File: config.mk
export PLATFORM = sky130hd
export DESIGN_NAME = instr_encoder
export DESIGN_NICKNAME = d
export VERILOG_FILES = /design/src/rtl/instr_encoder.sv
export SDC_FILE = /design/constraint.sdc
export NUM_CORES = 1
export LEC_CHECK = 0
export CAP_MARGIN = 10
export CORE_MARGIN = 2
export CORE_UTILIZATION = 29
export DETAILED_ROUTE_END_ITERATION = 12
export GPL_TIMING_DRIVEN = 0
export PLACE_DENSITY = 0.49
export SLEW_MARGIN = 5
export SYNTH_ARGS = -nofsm -noshare
export SYNTH_HDL_FRONTEND = slang
export SYNTH_SLANG_ARGS = --single-unit
export TNS_END_PERCENT = 20
File: constraint.sdc
create_clock -name clk -period 5.15 [get_ports clk]
set_input_delay 1.03 -clock clk [delete_from_list [all_inputs] [get_ports clk]]
set_output_delay 1.03 -clock clk [all_outputs]
set_load 0.02 [all_outputs]
File: src/rtl/instr_encoder.sv
// instr_encoder -- two-stage RV32 instruction word encoder.
//
// Takes the individual fields of one instruction plus a full-width immediate
// and produces the packed 32-bit RV32 encoding for the selected format
// (I, U, S, B, J, R). Optionally checks that the immediate fits and is
// aligned for the format, and reports bad formats unconditionally.
//
// Pipeline:
//   S1 registers the request fields; the error check and the word assembly
//        are computed combinationally from those registers.
//   S2 registers the assembled word / error and holds it until accepted.
//
// Ports:
//   clk, rst          clock; asynchronous active-high reset
//   in_valid/in_ready request handshake
//   fmt               000 I, 001 U, 010 S, 011 B, 100 J, 101 R, 11x invalid
//   opcode, rd, rs1, rs2, funct3, funct7, imm   instruction fields
//   out_valid/out_ready result handshake
//   instr             encoded word (zero on any error)
//   err, err_code     error flag / code (00 none, 01 range, 10 misaligned,
//                     11 bad fmt), qualified by out_valid
//   err_count         saturating count of errored results taken downstream
//
// Handshake: a transfer happens on a rising clk edge where valid and ready
// are both 1. A producer holding valid keeps its payload stable until the
// transfer; ready may depend combinationally on the consumer's ready.
// Here in_ready = !s1_valid || out-stage-can-load, and the output payload is
// frozen while out_valid=1 and out_ready=0.

module instr_encoder #(
    parameter int unsigned CHECK_EN = 1
) (
    input  logic        clk,
    input  logic        rst,
    input  logic        in_valid,
    output logic        in_ready,
    input  logic [2:0]  fmt,
    input  logic [6:0]  opcode,
    input  logic [4:0]  rd,
    input  logic [4:0]  rs1,
    input  logic [4:0]  rs2,
    input  logic [2:0]  funct3,
    input  logic [6:0]  funct7,
    input  logic [31:0] imm,
    output logic        out_valid,
    input  logic        out_ready,
    output logic [31:0] instr,
    output logic        err,
    output logic [1:0]  err_code,
    output logic [7:0]  err_count
);

    localparam logic [2:0] FMT_I = 3'b000;
    localparam logic [2:0] FMT_U = 3'b001;
    localparam logic [2:0] FMT_S = 3'b010;
    localparam logic [2:0] FMT_B = 3'b011;
    localparam logic [2:0] FMT_J = 3'b100;
    localparam logic [2:0] FMT_R = 3'b101;

    localparam logic [1:0] CODE_NONE  = 2'b00;
    localparam logic [1:0] CODE_RANGE = 2'b01;
    localparam logic [1:0] CODE_ALIGN = 2'b10;
    localparam logic [1:0] CODE_FMT   = 2'b11;

    localparam logic CHECK_ON = (CHECK_EN != 0);

    // S1 registers
    logic        s1_valid_q,  s1_valid_d;
    logic [2:0]  s1_fmt_q;
    logic [6:0]  s1_opcode_q;
    logic [4:0]  s1_rd_q;
    logic [4:0]  s1_rs1_q;
    logic [4:0]  s1_rs2_q;
    logic [2:0]  s1_funct3_q;
    logic [6:0]  s1_funct7_q;
    logic [31:0] s1_imm_q;

    // S2 registers
    logic        out_valid_q;
    logic [31:0] instr_q,     instr_d;
    logic        err_q,       err_d;
    logic [1:0]  err_code_q,  err_code_d;
    logic [7:0]  err_count_q, err_count_d;

    logic s2_load;
    logic accept;
    logic range_err;
    logic align_err;
    logic fmt_err;
    logic [31:0] word;

    // S2 can take a new value when it is empty or its result leaves this
    // cycle; S1 drains into S2 under exactly the same condition.
    assign s2_load  = !out_valid_q || out_ready;
    assign in_ready = !s1_valid_q || s2_load;
    assign accept   = in_valid && in_ready;

    // S1 stays occupied only if it holds a request that could not move on.
    assign s1_valid_d = accept ? 1'b1 : (s2_load ? 1'b0 : s1_valid_q);

    // Immediate checks on the registered S1 fields. "Not all equal" over the
    // upper bits means the value does not sign-extend from the field width.
    always_comb begin
        range_err = 1'b0;
        align_err = 1'b0;
        case (s1_fmt_q)
            FMT_I, FMT_S: range_err = !((&s1_imm_q[31:11]) || !(|s1_imm_q[31:11]));
            FMT_B: begin
                range_err = !((&s1_imm_q[31:12]) || !(|s1_imm_q[31:12]));
                align_err = s1_imm_q[0];
            end
            FMT_J: begin
                range_err = !((&s1_imm_q[31:20]) || !(|s1_imm_q[31:20]));
                align_err = s1_imm_q[0];
            end
            FMT_U:   range_err = (s1_imm_q[11:0] != 12'd0);
            default: range_err = 1'b0;
        endcase
    end

    assign fmt_err = s1_fmt_q[2] & s1_fmt_q[1];

    // Field packing per format (MSB to LSB).
    always_comb begin
        word = 32'd0;
        case (s1_fmt_q)
            FMT_I: word = {s1_imm_q[11:0], s1_rs1_q, s1_funct3_q, s1_rd_q, s1_opcode_q};
            FMT_S: word = {s1_imm_q[11:5], s1_rs2_q, s1_rs1_q, s1_funct3_q,
                           s1_imm_q[4:0], s1_opcode_q};
            FMT_B: word = {s1_imm_q[12], s1_imm_q[10:5], s1_rs2_q, s1_rs1_q, s1_funct3_q,
                           s1_imm_q[4:1], s1_imm_q[11], s1_opcode_q};
            FMT_U: word = {s1_imm_q[31:12], s1_rd_q, s1_opcode_q};
            FMT_J: word = {s1_imm_q[20], s1_imm_q[10:1], s1_imm_q[11], s1_imm_q[19:12],
                           s1_rd_q, s1_opcode_q};
            FMT_R: word = {s1_funct7_q, s1_rs2_q, s1_rs1_q, s1_funct3_q, s1_rd_q, s1_opcode_q};
            default: word = 32'd0;
        endcase
    end

    // Error priority: bad fmt, then misaligned, then range.
    always_comb begin
        err_code_d = CODE_NONE;
        if (fmt_err) begin
            err_code_d = CODE_FMT;
        end else if (CHECK_ON && align_err) begin
            err_code_d = CODE_ALIGN;
        end else if (CHECK_ON && range_err) begin
            err_code_d = CODE_RANGE;
        end
        err_d   = (err_code_d != CODE_NONE);
        instr_d = err_d ? 32'd0 : word;
    end

    always_comb begin
        err_count_d = err_count_q;
        if (out_valid_q && out_ready && err_q && (err_count_q != 8'hFF)) begin
            err_count_d = err_count_q + 8'd1;
        end
    end

    // S1
    always_ff @(posedge clk or posedge rst) begin
        if (rst) begin
            s1_valid_q  <= 1'b0;
            s1_fmt_q    <= 3'd0;
            s1_opcode_q <= 7'd0;
            s1_rd_q     <= 5'd0;
            s1_rs1_q    <= 5'd0;
            s1_rs2_q    <= 5'd0;
            s1_funct3_q <= 3'd0;
            s1_funct7_q <= 7'd0;
            s1_imm_q    <= 32'd0;
        end else begin
            s1_valid_q <= s1_valid_d;
            if (accept) begin
                s1_fmt_q    <= fmt;
                s1_opcode_q <= opcode;
                s1_rd_q     <= rd;
                s1_rs1_q    <= rs1;
                s1_rs2_q    <= rs2;
                s1_funct3_q <= funct3;
                s1_funct7_q <= funct7;
                s1_imm_q    <= imm;
            end
        end
    end

    // S2: payload only changes when a real request moves in, so a bubble
    // leaves the last result visible but unqualified.
    always_ff @(posedge clk or posedge rst) begin
        if (rst) begin
            out_valid_q <= 1'b0;
            instr_q     <= 32'd0;
            err_q       <= 1'b0;
            err_code_q  <= CODE_NONE;
            err_count_q <= 8'd0;
        end else begin
            err_count_q <= err_count_d;
            if (s2_load) begin
                out_valid_q <= s1_valid_q;
                if (s1_valid_q) begin
                    instr_q    <= instr_d;
                    err_q      <= err_d;
                    err_code_q <= err_code_d;
                end
            end
        end
    end

    assign out_valid = out_valid_q;
    assign instr     = instr_q;
    assign err       = err_q;
    assign err_code  = err_code_q;
    assign err_count = err_count_q;

endmodule

## Word level (Yosys, flattened, before mapping)

Index checks and enable logic that the tools add are counted.

- Add/sub/neg operators: 1
- Multiply operators: 0
- Divide/modulo/power cells: 0
- Order comparisons: 0
- Equality and inequality tests: 6
- Shifts and indexed selects: 0
- Muxes and demuxes: 9
- Bitwise operators: 1
- Reductions and logical operators: 30

Operators with widths:

| kind | number |
|---|---|
| one-hot mux 32 bit (6 select lines) | 1 |
| 2-to-1 mux 32 bit | 1 |
| AND reduction 21 bit | 1 |
| OR reduction 21 bit | 1 |
| AND reduction 20 bit | 1 |
| OR reduction 20 bit | 1 |
| AND reduction 12 bit | 1 |
| nonzero test 12 bit | 1 |
| OR reduction 12 bit | 1 |
| adder 8 x 1 -> 8 bit, second input constant | 1 |
| logical NOT 1 bit | 8 |
| != test 8 bit, second input constant | 1 |
| equality test 3 x 2 -> 1 bit, second input constant | 2 |
| equality test 3 bit, second input constant | 2 |
| logical OR 1 bit | 5 |
| logical AND 1 bit | 4 |
| 2-to-1 mux 1 bit | 4 |
| 2-to-1 mux 2 bit | 2 |
| one-hot mux 1 bit (4 select lines) | 1 |
| nonzero test 2 bit | 2 |
| OR reduction 2 bit | 2 |
| equality test 3 x 1 -> 1 bit, second input constant | 1 |
| logical NOT 3 bit | 1 |
| AND reduction 2 bit | 1 |
| AND 1 bit | 1 |

- Register bits: 112
- Latch bits: 0
- Memory bits (writable): 0
- Bits in read-only memories: 0
- Memories: 0

## Longest topological paths before layout

Gate-level depths: netlist of the first run.

- Word-level depth: 10
- Depth in mapped cells: 9
- Mapped depth without buffers: 6

## Least setup slack after synthesis of the first run

Ideal clock, no wire load.

- Path type: input to register
- Start point: in out_ready
- End point: reg s1_fmt_q[0]
- Library setup time: 0.125 ns
- Arrival: 2.437 ns
- Data required time: 5.025 ns
- Slack: 2.588 ns
- Cell stages on the path: 5
- Path through: nand3b_1 nand2_1 clkbuf_1 buf_2 mux2_2

- Cells in the longest elaborated chain, start to end: 3

Ends and longest elaborated chain:

| item | RTL line | RTL |
|---|---|---|
| start: declaration | 46 | `input logic out_ready,` |
| logical OR 1 bit | 94 | `assign s2_load = !out_valid_q \|\| out_ready;` |
| logical OR 1 bit | 95 | `assign in_ready = !s1_valid_q \|\| s2_load;` |
| logical AND 1 bit | 96 | `assign accept = in_valid && in_ready;` |
| end signal: assignment | 176 | `s1_fmt_q <= fmt;` |
| end: declaration | 69 | `logic [2:0] s1_fmt_q;` |

No other way between the ends.
A chain may end at the register's enable or synchronous reset.

## Final worst setup path of the first run

- Start point: in out_ready
- End point: out in_ready

- Cells in the longest elaborated chain, start to end: 2

Ends and longest elaborated chain:

| item | RTL line | RTL |
|---|---|---|
| logical OR 1 bit | 94 |  |
| logical OR 1 bit | 95 |  |
| end: declaration | 36 | `output logic in_ready,` |

No other way between the ends.

==> impl_metrics.ini, run 1 <==
[clocking]
cts-root-buf = clkbuf_16
path_clk_slew_ns = 0.07
cts_buffer_depth = 2
cts_tree = built
clk_latency_ns = 0.36
cts-resized-gates = 0
numCtsBuffers = 9
post-cts-setup-buffers = 0
cts_hold_buf = 0
h-tree-depth = 3
cts_sinks = 112

[die]
core_sq_mm = 0.0172
die-area_sq_mm = 0.0187
die_height_microns = 137
initial_utilization_pct = 29.7
num_io_pins = 116
rows = 48
die_w_microns = 137

[sta]
max_freq_mhz = 298
worstMarginPinSlew_ns = 0.702
fin_worst_skew_ns = 0.00772
final_hold_viol_count = 0
fin_hold_ws_ns = 0.491
drv_slew = 0
setup_tns_ns = 0
setup_viol = 0
final.min_clock_period_ns = 3.35
slew_headroom_pct = 53.2
finalCritPeriodShare_pct = 65.1
rsz0062_at_grt = false

[critical_path]
start_kind = input pin
crit_fanout = 3
path_cells = clkdlybuf4s50_1, nand3b_1, clkdlybuf4s50_1
critical_path.max_stage_delay_ns = 0.63
reg2reg_slack_ns = 2.87
critical_path_class = in -> out
cp.arrival_ns = 2.32
critPathSlowestCell = clkdlybuf4s50_1
path_common_cell = clkdlybuf4s50_1
crit_required_ns = 4.12
end_kind = output pin

[grt]
antenna_found_initial = 0
overflow = 0
grt_pass1_vias = 3840
grt_use_total_pct = 15.6
grt_max_degree = 77
grt_pass1_wl_microns = 22000

[final_layout]
nets = 620
final-seq-area_sq_mm = 0.00280
layout-drive-gt1-share_pct = 19.9
syn_to_final_growth_pct = 35.2
insertedDiodeCount = 0
stdcell_count = 778
multi_input_area_sq_mm = 0.00217
num-fill-cells = 1639

[placement]
port_buffers = 115
place_inst = 762
dp_hpwl_microns = 10400
routabilityCongestion = 0.867

[min_path]
hp-class = reg -> reg

[run_status]
outcome = completed

[synth]
synthArstFlopShare_pct = 100
avgSynthCellArea_sq_um = 12.1
synth_area_leader_cell = dfrtp_1
synth_top_area_share_pct = 54.8
netlist_area_sq_mm = 0.00511
synthTopCellsByArea = dfrtp_1, mux2_2, a22o_1
syn_nets = 493
ys.flop_type = dfrtp_1
ys_ff_latch = 112
yosysUniqueCellTypes = 39
seq_area_frac_synth_pct = 54.8
synth_edf_count = 0
ys_warn_count = 0
post_synth_inst_count = 421

[routing]
dr.pass1.iters = 4
drc_errors = 0
antenna_left = 0
routedWlPerCell_microns = 17.9
drt_iter0_drc = 198
wirelength_microns = 13900
vias = 3783
vias_per_cell = 4.86

[flow_run]
drv_cap = 0

[power_and_ir_drop]
p_leak_nw = 2.85
ir_drop_v = 0.000218
power_density_mw_per_mm2 = 401
cell usage after synthesis (2+ instances only):
cell type and number:
inv_1 2, xnor2_1 4, and3_1 3, nand2b_1 4, o21ai_0 27, o22ai_1 5
a22oi_1 9, a22o_1 34, nand2_1 39, buf_2 8, dfrtp_1 112, xor2_1 3
nor4_1 8, clkbuf_1 16, mux2i_1 10, mux2_2 78, a21oi_1 9, buf_6 2
nor2b_1 3, nor4_2 2, nand3_1 3, nor2_1 15, nand4_1 8, a21o_1 2
per-layer routing:
layer / up-vias / global-route usage, % / part of all wire [%]
li1: 1802 / - / -
met1: 1867 / 22.1 / 47
met2: 102 / 24.0 / 47
met3: 12 / 2.33 / 4.7
met4: 0 / 5.79 / 1.3
met5: - / 0 / 0
registers in the layout, indices dropped and copies added (netlist names):
name and flops:
err 1, err_code 2, err_count 8, instr 32, out_valid 1, s1_fmt_q 3, s1_funct3_q 3, s1_funct7_q 7
s1_imm_q 32, s1_opcode_q 7, s1_rd_q 5, s1_rs1_q 5, s1_rs2_q 5, s1_valid_q 1
critical path: cells and delay by family:
| family | cells | cell delay, ns |
|---|---|---|
| and+or+nand+nor | 1 | 0.17 |
| buffers and inverters | 2 | 1.12 |
final cells by class:
cell class                 count  share of cell area [%]
sequential                   112                    40.6
timing repair buffer         116                    17.1
clock inverter                 4                    1.10
clock buffer                  12                    3.71
tap                          225                    4.07
buffer                        28                    1.94
multi-input combinational    279                    31.4
inverter                       2                   0.181
power by group:
part           switching (W)  internal (W)
registers           0.000149       0.00104
clock network       0.000323      0.000454
logic               0.000388      0.000417
total               0.000860       0.00191
worst paths after layout:
path / start / depth (start not counted) / endpoint
setup / recovery: out_ready / 3 / in_ready
hold / removal: s1_opcode_q[1] / 1 / instr[1]
setup reg to reg: s1_imm_q[23] / 8 / instr[16]
hold reg to reg: s1_opcode_q[1] / 1 / instr[1]
max in group asynchronous: rst / 3 / s1_fmt_q[0]
min in group asynchronous: rst / 2 / err_count[5]
logic make-up (layout without fill, tap and decap cells):
group           after synthesis  in the layout  synth area share, %
mux                          89             89                 19.6
buf+inv                      30            162                 2.77
flops                       112            112                 54.8
fa+ha+maj                     1              1                0.245
simple gates                 90             90                 8.67
xor+xnor                      7              7                 1.20
compound gates               92             92                 12.7
stage by stage:
step | cell area (sq um) | total power (W) | setup WS (ns) | util [%]
2_1_floorplan | 5110 | 0.00164 | 1.16 | -
3_3_place_gp | 6540 | 0.00200 | -0.540 | 38.0
3_5_place_dp | 6580 | 0.00202 | 1.78 | 38.2
4_1_cts | 6910 | 0.00280 | 1.80 | 40.1
5_1_grt | 6910 | 0.00292 | 1.78 | 40.1
6_report | 6910 | 0.00277 | 1.80 | 40.1
layout by cell type, fill, tap and decap left out, types with 2 or more instances in the layout:
cell type,netlist,routed
nor2_1,15,15
a22oi_1,9,9
clkbuf_1,16,17
and3_1,3,3
mux2_2,78,78
nand3_1,3,3
dfrtp_1,112,112
nor2b_1,3,3
clkdlybuf4s50_1,0,115
xor2_1,3,3
clkbuf_8,0,2
a21o_1,2,2
clkbuf_16,0,9
bufinv_16,0,2
buf_6,2,2
nor4_2,2,2
buf_2,8,8
nor4_1,8,8
mux2i_1,10,10
a22o_1,34,34
o22ai_1,5,5
o21ai_0,27,27
nand4_1,8,8
nand2_1,39,39
nand2b_1,4,4
a21oi_1,9,9
xnor2_1,4,4
No activity file was read; power rests on OpenSTA's default activity.
==> run 2: changes to the inputs <==
clock period = 3.32 ns   (was 5.15 ns; I/O delays follow)
==> run 2 against run 1 <==
Worst setup slack worse by 1.1 ns. Routed wire length down 0.72%. Combinational power grew 55%. Via count decreased by 0.93%. Sequential power increased by 55%. Critical path depth up 3. First-iteration DRC count down 8.6%. Non-clock buffer count is 2 higher. Global-route usage decreased by 0.083 points. Cell area fell by 0.67%. Sequential share of layout area rose by 0.27 points.
==> impl_metrics.ini, run 2 (synthesis gave the netlist of run 1 again) <==
[die]
die-area_sq_mm = 0.0187
num_io_pins = 116
core_sq_mm = 0.0172
die_w_microns = 137
initial_utilization_pct = 29.7
die_height_microns = 137
rows = 48

[placement]
place_inst = 764
port_buffers = 115
dp_hpwl_microns = 10600
routabilityCongestion = 0.867

[critical_path]
start_kind = input pin
cp_top_family = buffers and inverters
critical_path_class = in -> reg
path_buf_inv = 3
end_kind = flop
critical_path.max_stage_delay_ns = 0.58
crit_required_ns = 3.55
crit_fanout = 10
cp.arrival_ns = 2.86
critPathSlowestCell = clkbuf_1
path_cells = clkdlybuf4s50_1, nand3b_1, nand2_1, clkbuf_1, buf_2, mux2_2

[sta]
rsz0062_at_grt = false
setup_tns_ns = 0
drv_slew = 0
final.min_clock_period_ns = 2.63
fin_hold_ws_ns = 0.489
final_hold_viol_count = 0
slew_headroom_pct = 52.4
finalCritPeriodShare_pct = 79.2
setup_viol = 0
worstMarginPinSlew_ns = 0.714
fin_worst_skew_ns = 0.0117
max_freq_mhz = 380

[final_layout]
layout-drive-gt1-share_pct = 19.5
nets = 622
mostFrequentLayoutCell = clkdlybuf4s50_1
num-fill-cells = 1650
layout_common_cells = clkdlybuf4s50_1, dfrtp_1, mux2_2
stdcell_count = 778
syn_to_final_growth_pct = 34.3
insertedDiodeCount = 0

[grt]
grt_use_total_pct = 15.5
grt_max_degree = 32
antenna_found_initial = 0
overflow = 0
grt_pass1_wl_microns = 21900
grt_pass1_vias = 3980

[clocking]
numCtsBuffers = 9
h-tree-depth = 3
cts-root-buf = clkbuf_16
cts_tree = built
path_clk_slew_ns = 0.07
cts_hold_buf = 0
cts_sinks = 112
post-cts-setup-buffers = 0
clk_latency_ns = 0.35
cts_buffer_depth = 2
cts-resized-gates = 0

[power_and_ir_drop]
power_density_mw_per_mm2 = 595
ir_drop_v = 0.000275
p_leak_nw = 2.83

[routing]
drt_iter0_drc = 181
routedWlPerCell_microns = 17.8
vias = 3748
drc_errors = 0
dr.pass1.iters = 5
wirelength_microns = 13800
antenna_left = 0
vias_per_cell = 4.82

[min_path]
hp-class = reg -> reg

[flow_run]
drv_cap = 0

[run_status]
outcome = completed
run 2: where the power goes:
group	switching [W]	internal [W]	leakage, nW	total (W)
Sequential	0.000230	0.00161	1.37	0.00184
Clock	0.000468	0.000522	0.126	0.000989
Combinational	0.000599	0.000651	1.33	0.00125
Total	0.00130	0.00279	2.83	0.00408
run 2: area by class of cell:
| cell class | instances | area (sq um) | share of cell area, % |
|---|---|---|---|
| clock inverters | 1 | 5.00 | 0.0729 |
| plain buffers | 28 | 134 | 1.95 |
| well taps | 225 | 282 | 4.10 |
| repair buffers | 118 | 1210 | 17.6 |
| inverters | 2 | 11.3 | 0.164 |
| multi-input cells | 279 | 2170 | 31.6 |
| clock buffers | 13 | 250 | 3.65 |
| flip-flops and latches | 112 | 2800 | 40.8 |
run 2: final timing paths:
check                                    start              to  slack (ns)  cells past startpoint
worst min-delay path            s1_opcode_q[5]        instr[5]        0.49                      1
max in group asynchronous                  rst     s1_rs1_q[0]        1.79                      4
worst max-delay path                 out_ready  s1_opcode_q[2]        0.69                      6
min in group asynchronous                  rst       instr[29]        0.74                      2
worst min register to register  s1_opcode_q[5]        instr[5]        0.49                      1
worst max register to register     s1_fmt_q[2]       instr[10]        1.04                      7
run 2: per-layer routing:
metal  up-vias  share of wire, %  global-route usage, %
met5         -                 0                      0
met4         0              0.87                   4.63
met2       106                47                   24.7
met3         6               4.5                   3.04
li1       1813                 -                      -
met1      1823                47                   21.3
run 2: per-stage QoR:
step / util, % / total power [W] / worst slack (ns) / cell area, sq um
after detailed placement: 38.3 / 0.00313 / 0.321 / 6610
after global placement: 38.0 / 0.00310 / 0.155 / 6550
after floorplan: - / 0.00255 / 1.12 / 5110
final: 39.8 / 0.00408 / 0.691 / 6860
after global routing: 39.8 / 0.00434 / 0.616 / 6860
after CTS: 39.8 / 0.00415 / 0.690 / 6860
==> run 3: changes to the inputs <==
PLACE_DENSITY = 0.51   (was 0.49)
clock period = 2.4 ns   (was 3.32 ns; I/O delays follow)
==> run 3 against run 2 <==
Die area is the same. Register-to-register slack got worse by 0.90 ns. Critical path depth is 2 higher. Sequential power is 38% higher. Critical path type is now reg -> reg.
==> impl_metrics.ini, run 3 (synthesis gave the netlist of run 1 again) <==
[run_status]
outcome = completed

[grt]
grt_pass1_vias = 3909
grt_use_total_pct = 15.6
grt_pass1_wl_microns = 21900
grt_max_degree = 35
antenna_found_initial = 0
overflow = 0

[clocking]
path_clk_slew_ns = 0.07
cts-root-buf = clkbuf_16
cts_sinks = 112
post-cts-setup-buffers = 0
numCtsBuffers = 9
h-tree-depth = 3
cts_buffer_depth = 2
clk_latency_ns = 0.36
cts_tree = built

[routing]
routedWlPerCell_microns = 17.6
vias = 3822
antenna_left = 0
drt_iter0_drc = 152
wirelength_microns = 13700
vias_per_cell = 4.91
dr.pass1.iters = 5
drc_errors = 0

[sta]
fin_worst_skew_ns = 0.00940
final_hold_viol_count = 0
layout_setup_ws_ns = 0.140
drv_slew = 0
slew_headroom_pct = 53.3
final.min_clock_period_ns = 2.26
setup_viol = 0
finalCritPeriodShare_pct = 94.2
max_freq_mhz = 443
worstMarginPinSlew_ns = 0.700
rsz0062_at_grt = false

[critical_path]
crit_required_ns = 2.70
path_cells = nor4_1, nand3_1, and4b_1, a31o_1, nor4_2, buf_4, buf_6, a22o_1
critical_path_class = reg -> reg
crit_fanout = 10
start_kind = flop
timing.rr.start = s1_imm_q[3]
critPathSlowestCell = dfrtp_1
reg2reg_slack_ns = 0.14
cp.arrival_ns = 2.56
end_kind = flop
crit_start = s1_imm_q[3]
critical_path.max_stage_delay_ns = 0.43

[die]
die_height_microns = 137
initial_utilization_pct = 29.7
die-area_sq_mm = 0.0187
num_io_pins = 116
core_sq_mm = 0.0172
rows = 48
die_w_microns = 137

[power_and_ir_drop]
p_leak_nw = 2.84
power_density_mw_per_mm2 = 824
ir_drop_v = 0.000380
finalPower_w = 0.00567

[placement]
routabilityCongestion = 0.825
dp_slack_ns = -0.408
dp_hpwl_microns = 10600
port_buffers = 115

[final_layout]
insertedDiodeCount = 0
mostFrequentLayoutCell = clkdlybuf4s50_1
syn_to_final_growth_pct = 34.6
nets = 622
layout-drive-gt1-share_pct = 20.4
num-fill-cells = 1628
layout_common_cells = clkdlybuf4s50_1, dfrtp_1, mux2_2

[min_path]
hp-class = reg -> reg
min_from = err_code[1]

[flow_run]
drv_cap = 0
-- run 3: cell types whose count changed in the layout (fill, tap and decap cells not counted) --
| cell | before | now |
|---|---|---|
| clkbuf_1 | 19 | 16 |
| clkbuf_2 | 0 | 2 |
| clkinv_2 | 1 | 2 |
| clkinv_4 | 0 | 1 |
| nor4_1 | 8 | 7 |
| nor4_2 | 2 | 3 |
-- run 3: report_power, final --
group | leakage [nW] | total, W | switching (W) | internal, W
Clock | 0.132 | 0.00139 | 0.000660 | 0.000726
Combinational | 1.34 | 0.00174 | 0.000835 | 0.000903
Sequential | 1.37 | 0.00254 | 0.000312 | 0.00223
-- run 3: critical path: cells and delay by family (launching register included) --
family                 cells  cell delay [ns]
AND/OR/NAND/NOR            4             1.03
flip-flops                 1             0.43
buffers and inverters      2             0.38
AO/OA/AOI/OAI              2             0.35
-- run 3: stage by stage --
stage | util [%] | hold WS, ns | TNS (ns) | instances | cell area (sq um)
2_1_floorplan | - | 0.461 | 0 | 421 | 5110
3_3_place_gp | 38.0 | 0.468 | -77.17 | 761 | 6550
3_5_place_dp | 38.3 | 0.479 | -15.87 | 764 | 6610
4_1_cts | 39.9 | 0.498 | 0 | 779 | 6870
5_1_grt | 39.9 | 0.514 | 0 | 779 | 6880
6_report | 39.9 | 0.490 | 0 | 779 | 6880
-- run 3: area by class of cell --
class	count	area, sq um	area share [%]
Timing Repair Buffer	118	1210	17.6
Clock buffer	12	246	3.58
Sequential cell	112	2800	40.7
Buffer	28	136	1.98
Multi-Input combinational cell	279	2170	31.6
Clock inverter	3	18.8	0.273
Tap cell	225	282	4.09
Inverter	2	11.3	0.164
-- run 3: repair_timing --
item,CTS,global route
gates resized for setup,1,3
endpoints found under the hold margin,0,0
hold buffers,0,0
setup endpoints to repair,30,21
pin swaps,0,0
gates cloned,0,0
-- run 3: per-layer routing --
metal  up-vias  share of wire (%)  track usage (%)
li1       1813                  -                -
met1      1865                 45             21.2
met2       134                 47             24.6
met3        10                6.3             3.89
met4         0                1.3             4.51
met5         -                  0                0
-- run 3: final timing paths --
path	to	depth (start not counted)
setup / recovery	instr[14]	8
max in group asynchronous	s1_imm_q[14]	4
hold reg to reg	err_code[1]	1
min in group asynchronous	s1_imm_q[6]	2
setup reg to reg	instr[14]	8
hold / removal	err_code[1]	1
